$ cat src/rtl/alu_sequencer_if.sv
// Command handshake bundle between a command source and alu_sequencer.
// Ports: cmd_valid/cmd_ready handshake, cmd_op/rd/rn/rm, cmd_imm.
interface alu_sequencer_if #(
  parameter int WIDTH = 16
);
  logic             cmd_valid;
  logic             cmd_ready;
  logic [2:0]       cmd_op;
  logic [2:0]       cmd_rd;
  logic [2:0]       cmd_rn;
  logic [2:0]       cmd_rm;
  logic [WIDTH-1:0] cmd_imm;

  modport master (
    output cmd_valid,
    output cmd_op,
    output cmd_rd,
    output cmd_rn,
    output cmd_rm,
    output cmd_imm,
    input  cmd_ready
  );

  modport slave (
    input  cmd_valid,
    input  cmd_op,
    input  cmd_rd,
    input  cmd_rn,
    input  cmd_rm,
    input  cmd_imm,
    output cmd_ready
  );
endinterface

$ cat src/rtl/alu_sequencer.sv
// Multi-cycle controller: fetches operands from an 8x16 register file,
// drives an external combinational ALU, captures result/Z, writes back.
// Ports: clk, reset (async high), cmd (slave handshake), alu_ain/bin/op,
// alu_out/alu_z from ALU, status_z/done/err, dbg_addr/dbg_data.
module alu_sequencer #(
  parameter int WIDTH = 16,
  parameter int NREGS = 8
) (
  input  logic             clk,
  input  logic             reset,
  alu_sequencer_if.slave   cmd,
  output logic [WIDTH-1:0] alu_ain,
  output logic [WIDTH-1:0] alu_bin,
  output logic [1:0]       alu_op,
  input  logic [WIDTH-1:0] alu_out,
  input  logic             alu_z,
  output logic             status_z,
  output logic             done,
  output logic             err,
  input  logic [2:0]       dbg_addr,
  output logic [WIDTH-1:0] dbg_data
);

  localparam logic [2:0] OP_MOVI = 3'b000;
  localparam logic [2:0] OP_ADD  = 3'b001;
  localparam logic [2:0] OP_SUB  = 3'b010;
  localparam logic [2:0] OP_AND  = 3'b011;
  localparam logic [2:0] OP_MVN  = 3'b100;
  localparam logic [2:0] OP_CMP  = 3'b101;

  typedef enum logic [2:0] {
    S_IDLE,
    S_RDA,
    S_RDB,
    S_EXEC,
    S_WB,
    S_ERR
  } state_t;

  state_t           state;
  logic [WIDTH-1:0] rf [NREGS];
  logic [WIDTH-1:0] a_q;
  logic [WIDTH-1:0] b_q;
  logic [WIDTH-1:0] c_q;
  logic [2:0]       op_q;
  logic [2:0]       rd_q;
  logic [2:0]       rn_q;
  logic [2:0]       rm_q;
  logic             ready_q;
  logic [1:0]       code;

  // ALU function code for the latched command; CMP is a subtract.
  always_comb begin
    code = 2'b00;
    unique case (1'b1)
      (op_q == OP_SUB),
      (op_q == OP_CMP): code = 2'b01;
      (op_q == OP_AND): code = 2'b10;
      (op_q == OP_MVN): code = 2'b11;
      default:          code = 2'b00;
    endcase
  end

  always_ff @(posedge clk or posedge reset) begin
    if (reset) begin
      state    <= S_IDLE;
      for (int i = 0; i < NREGS; i++)
        rf[i] <= '0;
      a_q      <= '0;
      b_q      <= '0;
      c_q      <= '0;
      op_q     <= '0;
      rd_q     <= '0;
      rn_q     <= '0;
      rm_q     <= '0;
      status_z <= 1'b0;
      done     <= 1'b0;
      err      <= 1'b0;
      alu_op   <= 2'b00;
      ready_q  <= 1'b1;
    end else begin
      done <= 1'b0;
      err  <= 1'b0;
      case (state)
        S_IDLE: begin
          if (cmd.cmd_valid) begin
            op_q    <= cmd.cmd_op;
            rd_q    <= cmd.cmd_rd;
            rn_q    <= cmd.cmd_rn;
            rm_q    <= cmd.cmd_rm;
            ready_q <= 1'b0;
            unique case (1'b1)
              (cmd.cmd_op == OP_MOVI): begin
                c_q   <= cmd.cmd_imm;
                done  <= 1'b1;
                state <= S_WB;
              end
              (cmd.cmd_op == OP_ADD),
              (cmd.cmd_op == OP_SUB),
              (cmd.cmd_op == OP_AND),
              (cmd.cmd_op == OP_MVN),
              (cmd.cmd_op == OP_CMP): begin
                state <= S_RDA;
              end
              default: begin
                err   <= 1'b1;
                state <= S_ERR;
              end
            endcase
          end
        end
        S_RDA: begin
          a_q   <= rf[rn_q];
          state <= S_RDB;
        end
        S_RDB: begin
          b_q    <= rf[rm_q];
          alu_op <= code;
          state  <= S_EXEC;
        end
        S_EXEC: begin
          c_q      <= alu_out;
          status_z <= alu_z;
          alu_op   <= 2'b00;
          done     <= 1'b1;
          state    <= S_WB;
        end
        S_WB: begin
          if (op_q != OP_CMP)
            rf[rd_q] <= c_q;
          ready_q <= 1'b1;
          state   <= S_IDLE;
        end
        S_ERR: begin
          ready_q <= 1'b1;
          state   <= S_IDLE;
        end
        default: begin
          ready_q <= 1'b1;
          state   <= S_IDLE;
        end
      endcase
    end
  end

  assign cmd.cmd_ready = ready_q;
  assign alu_ain       = a_q;
  assign alu_bin       = b_q;
  assign dbg_data      = rf[dbg_addr];

endmodule

$ cat src/flat_wrapper.sv
// flat-port wrapper written by rule: the top's interface ports become plain ports
module alu_sequencer_flat 
#(
  parameter int WIDTH = 16,
  parameter int NREGS = 8
)
  (clk, reset, alu_ain, alu_bin, alu_op, alu_out, alu_z, status_z, done, err, dbg_addr, dbg_data, cmd_cmd_valid, cmd_cmd_op, cmd_cmd_rd, cmd_cmd_rn, cmd_cmd_rm, cmd_cmd_imm, cmd_cmd_ready);
  alu_sequencer_if #(.WIDTH(WIDTH)) cmd_i ();
  input  logic clk;
  input  logic reset;
  output logic [WIDTH-1:0] alu_ain;
  output logic [WIDTH-1:0] alu_bin;
  output logic [1:0] alu_op;
  input  logic [WIDTH-1:0] alu_out;
  input  logic alu_z;
  output logic status_z;
  output logic done;
  output logic err;
  input  logic [2:0] dbg_addr;
  output logic [WIDTH-1:0] dbg_data;
  input wire logic [$bits(cmd_i.cmd_valid)-1:0] cmd_cmd_valid;
  input wire logic [$bits(cmd_i.cmd_op)-1:0] cmd_cmd_op;
  input wire logic [$bits(cmd_i.cmd_rd)-1:0] cmd_cmd_rd;
  input wire logic [$bits(cmd_i.cmd_rn)-1:0] cmd_cmd_rn;
  input wire logic [$bits(cmd_i.cmd_rm)-1:0] cmd_cmd_rm;
  input wire logic [$bits(cmd_i.cmd_imm)-1:0] cmd_cmd_imm;
  output wire logic [$bits(cmd_i.cmd_ready)-1:0] cmd_cmd_ready;
  assign cmd_i.cmd_valid = cmd_cmd_valid;
  assign cmd_i.cmd_op = cmd_cmd_op;
  assign cmd_i.cmd_rd = cmd_cmd_rd;
  assign cmd_i.cmd_rn = cmd_cmd_rn;
  assign cmd_i.cmd_rm = cmd_cmd_rm;
  assign cmd_i.cmd_imm = cmd_cmd_imm;
  assign cmd_cmd_ready = cmd_i.cmd_ready;
  alu_sequencer #(.WIDTH(WIDTH), .NREGS(NREGS)) u_core (.clk(clk), .reset(reset), .cmd(cmd_i), .alu_ain(alu_ain), .alu_bin(alu_bin), .alu_op(alu_op), .alu_out(alu_out), .alu_z(alu_z), .status_z(status_z), .done(done), .err(err), .dbg_addr(dbg_addr), .dbg_data(dbg_data));
endmodule
$ cat config.mk
export PLATFORM = sky130hd
export DESIGN_NAME = alu_sequencer_flat
export DESIGN_NICKNAME = d
export VERILOG_FILES = /design/src/rtl/alu_sequencer_if.sv /design/src/rtl/alu_sequencer.sv /design/src/flat_wrapper.sv
export SDC_FILE = /design/constraint.sdc
export NUM_CORES = 1
export LEC_CHECK = 0
export CELL_PAD_IN_SITES_DETAIL_PLACEMENT = 1
export CELL_PAD_IN_SITES_GLOBAL_PLACEMENT = 2
export CORE_UTILIZATION = 36
export CTS_BUF_LIST = sky130_fd_sc_hd__clkbuf_16
export DETAILED_ROUTE_END_ITERATION = 10
export PLACE_DENSITY = 0.83
export SYNTH_ARGS = -nofsm -noshare
export SYNTH_HDL_FRONTEND = slang
export SYNTH_SLANG_ARGS = --single-unit
$ cat constraint.sdc
create_clock -name clk -period 6.7 [get_ports clk]
set_clock_uncertainty 0.15 [all_clocks]
set_input_delay 1.34 -clock clk [delete_from_list [all_inputs] [get_ports clk]]
set_output_delay 1.34 -clock clk [all_outputs]
set_load 0.1 [all_outputs]
Word level (Yosys, flattened, before mapping)

Index checks and enable logic that the tools add are counted.

Flip-flop bits (word level): 197
Input port bits: 51
Output and inout port bits: 54
Word-level logic and storage cells: 88

Magnitude comparators: 5
Equal/unequal tests: 16
Multiplexer cells: 28
Bitwise operators: 5
Reduce and logical (&&, ||, !) cells: 13

Operator list:

| kind                                                                         | count |
|---|---|
| 16-bit binary-select mux with 3-bit select                                   | 3 |
| 16-bit 2-to-1 mux                                                            | 9 |
| 128-bit bitwise mux                                                          | 1 |
| 16-bit demux with 3-bit select                                               | 1 |
| 16-bit case mux with 2 select lines                                          | 1 |
| 3-bit by 2-bit equality test with 1-bit output, second input constant        | 6 |
| 4-bit >= comparator, second input constant                                   | 4 |
| 3-bit NOT with 4-bit output                                                  | 4 |
| 3-bit equality test, second input constant                                   | 5 |
| 3-bit case mux with 4 select lines                                           | 1 |
| 3-bit by 1-bit equality test with 1-bit output, second input constant        | 2 |
| 3-bit zero test                                                              | 2 |
| 1-bit 2-to-1 mux                                                             | 6 |
| 2-bit case mux with 3 select lines                                           | 1 |
| 3-bit case mux with 2 select lines                                           | 1 |
| 2-bit AND reduction                                                          | 3 |
| 6-bit OR reduction                                                           | 1 |
| 5-bit OR reduction                                                           | 1 |
| 4-bit by 1-bit less-than comparator with 1-bit output, second input constant | 1 |
| 1-bit case mux with 2 select lines                                           | 2 |
| 2-bit case mux with 2 select lines                                           | 1 |
| 2-bit nonzero test                                                           | 2 |
| 3-bit 2-to-1 mux                                                             | 1 |
| 3-bit != test, second input constant                                         | 1 |
| other kinds (7)                                                              | 7 |

Logic depth before layout (Yosys ltp)

Gate-level depths: netlist (run 1).

Depth in word-level cells: 6
Depth in mapped cells: 6
Gate-level depth less buffers: 3

Least setup slack after synthesis (run 1)

No wires, ideal clock.

Kind: input-to-output
Start: input dbg_addr[0]
End: output dbg_data[0]
Data arrival time: 3172 ps
Required time: 5210 ps
Path slack: 2038 ps
Stages on the path: 4
Buffers on the path: 2
Path through: clkbuf_1 buf_1 mux4_2 mux2_2

Cells in the longest elaborated chain, start to end: 4

RTL lines:

| item                                                 | RTL line             | source |
|---|---|---|
| start, declared                                      | flat_wrapper.sv:19   | `input logic [2:0] dbg_addr;` |
| 3-bit NOT with 4-bit output (implied by the code)    | alu_sequencer.sv:149 | `assign dbg_data = rf[dbg_addr];` |
| 16-bit binary-select mux with 3-bit select           | alu_sequencer.sv:149 |  |
| 16-bit 2-to-1 mux (implied by the code) (2 in a row) | alu_sequencer.sv:149 |  |
| end, declared                                        | flat_wrapper.sv:20   | `output logic [WIDTH-1:0] dbg_data;` |

Every way passes these cells. The select of a mux whose other input is x is not followed.

Worst setup path after layout (run 1)

Start: input dbg_addr[2]
End: output dbg_data[7]

Same word-level chain as after synthesis.

==> impl_metrics.csv, run 1 <==
group,metric,value,unit
routing,routed_wl,31.78,mm
clocking,cts_buffers,17,
synthesis,ys_types,40,
clocking,ctsResizeCount,0,
die,die_y,175.3,um
synthesis,ys_ff_latch,197,
routing,ant_nets,0,
timing,slew_headroom,19.45,%
grt,grt_max_degree,112,
timing,period_minus_slack,5328,ps
synthesis,synth-seq-area-share,45.60,%
pwr,p_leak,5.619,nW
cells_and_area,fin_area,0.01272,mm^2
clocking,cts.reportedPaths.clkPinSlew,80,ps
cells_and_area,utilization,43.03,%
place,place_hpwl,20.00,mm
cells_and_area,drive_gt1_share,33.40,%
die,die-area,0.03073,mm^2
timing,fmax,0.1877,GHz
clocking,postCtsSetupBuffers,0,
routing,drt-vias-per-instance,5.788,
clocking,cts-hold-fix-buffers,0,
outcome,status,"completed",
grt,grt_pass1_wl,50.48,mm
synthesis,syn_area,0.01081,mm^2
routing,drt-pass1-iter-count,5,
cells_and_area,area_growth,17.62,%
worst_setup_path,path_buf_inv,2,
timing,fin_setup_tns,0,ps
routing,wl_per_cell,23.89,um
hold_path,min_path_cells,2,
synthesis,syn_inst,858,
worst_setup_path,cp_num_cells,3,
die,initial_core_util,36.58,%
synthesis,synth-edff-count,0,
routing,vias,7698,
place,portBuffers,104,
worst_setup_path,slowest_delay,1160,ps
routing,drt_iter0_drc,401,
clocking,cts_tree,"done",
place,pre_cts_ws,1339,ps
synthesis,ys.flop_type,"dfrtp_1",
grt,grt_overflow,0,
cells_and_area,nets,980,
synthesis,avgSynthCellArea,12.60,um^2
pwr,finalPower,6.791,mW
die,dieWidth,175.3,um
timing,finalSetupViolations,0,
die,rows,63,
synthesis,synth_area_leaders,"dfrtp_1 45%, mux2_2 18%, mux4_2 6.7%",
worst_setup_path,critPathCaptureType,"output port",
die,core_area,0.02956,mm^2
clocking,clock-root-buffer,"clkbuf_16",
clocking,numClockSinks,197,
timing,final.setup.worst_slack,1372,ps
timing,worst_slew_pin_slew,1207,ps
grt,antenna_found_initial,0,
worst_setup_path,crit_path_start_kind,"input port",
place,globalplace.congestion,0.7879,
run,drv_cap,0,
synthesis,yosysTopAreaCellShare,45.36,%
timing,rsz0062_at_grt,"no",
clocking,h-tree-depth,4,
timing,slew_violations,0,
synthesis,async_flop_share,100.0,%
worst_setup_path,critical_path_class,"in -> out",
place,dpl_cell_area,0.01217,mm^2
hold_path,hp-class,"reg -> reg",
timing,hold_viol,0,
clocking,cts_max_path_buffers,2,
worst_setup_path,r2r_cells,3,
worst_setup_path,critical-path-top-delay-family,"buffers and inverters",
synthesis,syn-num-nets,911,
worst_setup_path,crit_slowest_cell,"clkdlybuf4s50_1",
worst_setup_path,path_max_fanout,12,
synthesis,synth_largest_area_cell,"dfrtp_1",
worst_setup_path,crit_chain,"clkdlybuf4s50_1 -> mux2_2 -> clkdlybuf4s50_1",
synthesis,ys_warn_count,0,
pwr,power.density,533.9,mW/mm^2
pwr,ir_drop,0.2150,mV
grt,grt_pass1_vias,8158,
grt,grtUsageTotal,21.68,%
timing,period_share,79.52,%
cells_and_area,num_antenna_cells,0,
clocking,clk_latency,450,ps
die,ioPinCount,105,
worst_setup_path,cp.arrival,3840,ps
routing,drc,0,
worst_setup_path,required,5210,ps
worst_setup_path,crit_top_cell,"clkdlybuf4s50_1",
worst paths after layout:
path / start / endpoint / slack (ps)
hold reg to reg: u_core.alu_ain[0] / u_core.alu_ain[0] / 330
setup reg to reg: u_core.state[2] / u_core.rf[38] / 4140
min in group asynchronous: reset / u_core.rf[59] / 1200
hold / removal: u_core.alu_ain[0] / u_core.alu_ain[0] / 330
setup / recovery: dbg_addr[2] / dbg_data[7] / 1370
max in group asynchronous: reset / u_core.rn_q[0] / 3970
registers in the layout (all words and copies together) (netlist names), 16 cells and up:
| name | count |
|---|---|
| u_core.alu_ain | 16 |
| u_core.c_q | 16 |
| u_core.rf | 128 |
| u_core.alu_bin | 16 |
cells in the mapped netlist, drive strengths merged (2+ instances only):
cell type / count
a22o: 34
a31oi: 16
o22ai: 32
nand3: 16
or3b: 3
nand2b: 7
o31ai: 33
nor4: 3
or4b: 4
nor2b: 2
ha: 2
dfrtp: 196
mux2: 209
mux2i: 65
clkbuf: 51
nand2: 73
nand3b: 2
inv: 2
o21ai: 18
nor3b: 2
buf: 22
mux4: 32
nor2: 23
through the flow:
stage               instances  hold WS, ps
floorplan                 858        337.8
global placement         1298        313.4
detailed placement       1298        321.0
CTS                      1330        339.8
global route             1330        345.6
finish                   1330        332.0
final cells by class:
type | count | area, um^2
Tap cell | 390 | 488.0
Sequential cell | 197 | 4933
Inverter | 2 | 11.26
Clock inverter | 15 | 121.4
Clock buffer | 17 | 425.4
Multi-Input combinational cell | 586 | 5558
Fill cell | 3077 | 16840
Timing Repair Buffer | 123 | 1181
layer usage:
metal / GRT usage, % / vias up / share of wire (%)
met4: 8.659 / 0 / 2.7
met3: 2.662 / 52 / 4.5
met1: 30.09 / 4047 / 45
met5: 0 / - / 0
met2: 34.47 / 227 / 47
li1: - / 3372 / -
logic make-up (layout without fill, tap and decap cells):
kind of cell / after synthesis / count (layout) / share of synthesized area, %
flip-flops: 197 / 197 / 45.60
adder cells (fa/ha/maj): 2 / 2 / 0.2314
AND/OR/NAND/NOR: 142 / 142 / 6.642
multiplexers: 306 / 306 / 35.49
AO/OA/AOI/OAI: 136 / 136 / 8.841
buffers and inverters: 75 / 157 / 3.194
cell usage in the layout, fill, tap and decap left out, types with 2 or more instances in the layout:
master and instances:
clkinvlp_4 4, o31ai_1 33, dfrtp_1 194, nand2b_1 7, mux2_1 4, nor4_4 3
nand3_1 16, inv_8 3, clkdlybuf4s50_1 95, nor3b_1 2, buf_12 2, nand3b_1 2
or3b_2 2, nor2_1 21, mux2i_1 65, mux2_4 30, or4b_4 3, o21ai_0 18
clkbuf_16 17, o22ai_1 32, a22o_1 34, clkinv_1 2, mux2_2 175, inv_6 5
dfrtp_2 2, a31oi_1 16, buf_4 24, nand2_1 73, nor2b_2 2, mux4_2 32
ha_1 2, buf_2 2, nor2_2 2
power breakdown:
part	internal (mW)	total, mW	switching (mW)
Clock	0.486	0.984	0.498
Sequential	1.66	2.28	0.613
Combinational	1.36	3.53	2.17
worst register-to-register path: stages (launching register included):
cell and delay, ps:
dfrtp_1 530, or3b_1 560, or4b_4 810, mux2_4 390
No activity file was read; power rests on OpenSTA's default activity.
==> run 2: changes to the inputs <==
- CORE_UTILIZATION: 36 -> 40
- PLACE_DENSITY: 0.83 -> 0.87
- clock period: 6.7 -> 5.1 ns (I/O delays scaled with it)
==> run 2 against run 1 <==
  * The flow now finishes with violations (DRC)
  * Clock-buffer cell count stayed put
  * Utilization is 5.1 points higher
  * Non-clock buffer count is 3 lower
  * Critical endpoint is now dbg_data[15]
==> impl_metrics.csv, run 2 (synthesized netlist as in run 1, its figures left out) <==
group,metric,value,unit
outcome,status,"complete, but fails checks",
outcome,violations,"DRC",
worst_setup_path,crit_top_cell,"buf_4",
run,drv_cap,0,
routing,drt_iter0_drc,446,
worst_setup_path,crit_path_start_kind,"input port",
worst_setup_path,required,3930,ps
grt,grt_max_degree,102,
place,dpl_cell_area,0.01206,mm^2
timing,period_minus_slack,4091,ps
cells_and_area,layout_commonest_cell,"dfrtp_1",
routing,drt-pass1-iter-count,8,
routing,drc,2,
timing,slew_headroom,13.99,%
clocking,cts-hold-fix-buffers,0,
pwr,finalPower,9.004,mW
worst_setup_path,crit_slowest_cell,"buf_2",
timing,hold_viol,0,
timing,period_share,80.21,%
worst_setup_path,path_buf_inv,3,
clocking,cts_tree,"done",
hold_path,min_path_cells,2,
grt,grt_overflow,0,
clocking,cts.reportedPaths.clkPinSlew,70,ps
hold_path,min_to,"u_core.alu_ain[0]",
place,portBuffers,104,
worst_setup_path,critical_path_class,"in -> out",
cells_and_area,drive_gt1_share,34.04,%
worst_setup_path,r2r_end,"u_core.rf[41]",
clocking,postCtsSetupBuffers,0,
timing,slew_violations,0,
die,ioPinCount,105,
place,globalplace.congestion,0.8240,
clocking,h-tree-depth,4,
routing,wl_per_cell,25.55,um
worst_setup_path,crit_chain,"buf_2 -> buf_4 -> mux4_2 -> mux2_2 -> buf_4",
grt,grtUsageTotal,24.36,%
routing,drt-vias-per-instance,6.094,
cells_and_area,utilization,48.09,%
clocking,numClockSinks,197,
die,die_y,166.4,um
place,place_hpwl,20.71,mm
die,dieWidth,166.4,um
clocking,cts_max_path_buffers,2,
cells_and_area,area_growth,16.88,%
pwr,ir_drop,0.3669,mV
clocking,clk_latency,440,ps
pwr,p_leak,5.639,nW
cells_and_area,regMostFlops,"u_core.rf",
cells_and_area,nets,977,
grt,antenna_found_initial,0,
timing,rsz0062_at_grt,"no",
cells_and_area,fin_area,0.01264,mm^2
die,die-area,0.02769,mm^2
pwr,power.density,712.4,mW/mm^2
worst_setup_path,cp.arrival,2920,ps
worst_setup_path,slowest_delay,530,ps
timing,finalSetupViolations,0,
cells_and_area,num_antenna_cells,0,
cells_and_area,fillers,2724,
hold_path,hp-class,"reg -> reg",
die,rows,59,
routing,vias,7752,
worst_setup_path,path_max_fanout,22,
cells_and_area,largest_reg_flops,128,
worst_setup_path,rrSetupSlack,2500,ps
grt,grt_pass1_wl,51.29,mm
timing,worst_slew_pin_slew,1290,ps
clocking,cts_buffers,17,
worst_setup_path,r2r_cells,3,
grt,grt_pass1_vias,8175,
timing,fin_setup_tns,0,ps
timing,fmax,0.2444,GHz
cells_and_area,final_cell_mix,"194 x dfrtp_1, 175 x mux2_2, 86 x clkdlybuf4s50_1",
clocking,clock-root-buffer,"clkbuf_16",
routing,ant_nets,0,
routing,routed_wl,32.50,mm
worst_setup_path,critPathCaptureType,"output port",
hold_path,min-delay-start,"u_core.alu_ain[0]",
worst_setup_path,critical-path-top-delay-family,"buffers and inverters",
worst_setup_path,timing.rr.start,"u_core.state[2]",
die,initial_core_util,41.14,%
clocking,ctsResizeCount,0,
die,core_area,0.02628,mm^2
run 2: cell types whose count changed in the layout (fill, tap and decap cells not counted), sizes merged:
cell	previous run	this run
clkdlybuf4s50	95	86
buf	28	34
bufinv	0	2
inv	9	7
run 2: layer usage:
metal / routed length [um] / up-vias / GRT usage (%)
met5: 0 / - / 0
met4: 700 / 0 / 8.374
met3: 1423 / 54 / 3.351
met2: 15590 / 229 / 38.98
met1: 14790 / 4109 / 33.99
li1: - / 3360 / -
run 2: layout make-up:
type                       count  area, um^2  area share (%)
timing repair buffer         120        1136           8.989
inverter                       2       11.26         0.08910
sequential                   197        4933           39.04
multi-input combinational    586        5558           43.98
clock buffer                  17       425.4           3.366
clock inverter                15       155.1           1.228
tap                          335       419.2           3.316
run 2: worst max-delay path by stage:
stage / slack (ps) / endpoint / startpoint / depth (start not counted)
final: 1010 / dbg_data[15] / dbg_addr[0] / 5
after global routing: 900 / dbg_data[15] / dbg_addr[0] / 5
after CTS: 980 / dbg_data[15] / dbg_addr[0] / 5
after detailed placement: 1000 / dbg_data[15] / dbg_addr[0] / 5
after global placement: 1040 / dbg_data[15] / dbg_addr[0] / 5
after floorplan: 1080 / dbg_data[0] / dbg_addr[0] / 4
run 2: power breakdown:
group | switching, mW | total (mW) | internal [mW]
sequential | 0.948 | 3.13 | 2.18
clock | 0.629 | 1.36 | 0.726
combinational | 2.75 | 4.52 | 1.76
total | 4.33 | 9.00 | 4.67
run 2: stage by stage:
stage	setup slack (ps)	std cells	hold slack [ps]
after floorplan	1078	858	337.8
after global placement	1040	1240	311.3
after detailed placement	996.9	1240	319.2
after CTS	982.6	1272	335.4
after global routing	903.2	1272	365.2
final	1009	1272	327.7
run 2: worst reg2reg max path, stage by stage (launching register included):
cell	delay, ps
dfrtp_1	540
or3b_1	560
or4b_4	820
mux2_4	400
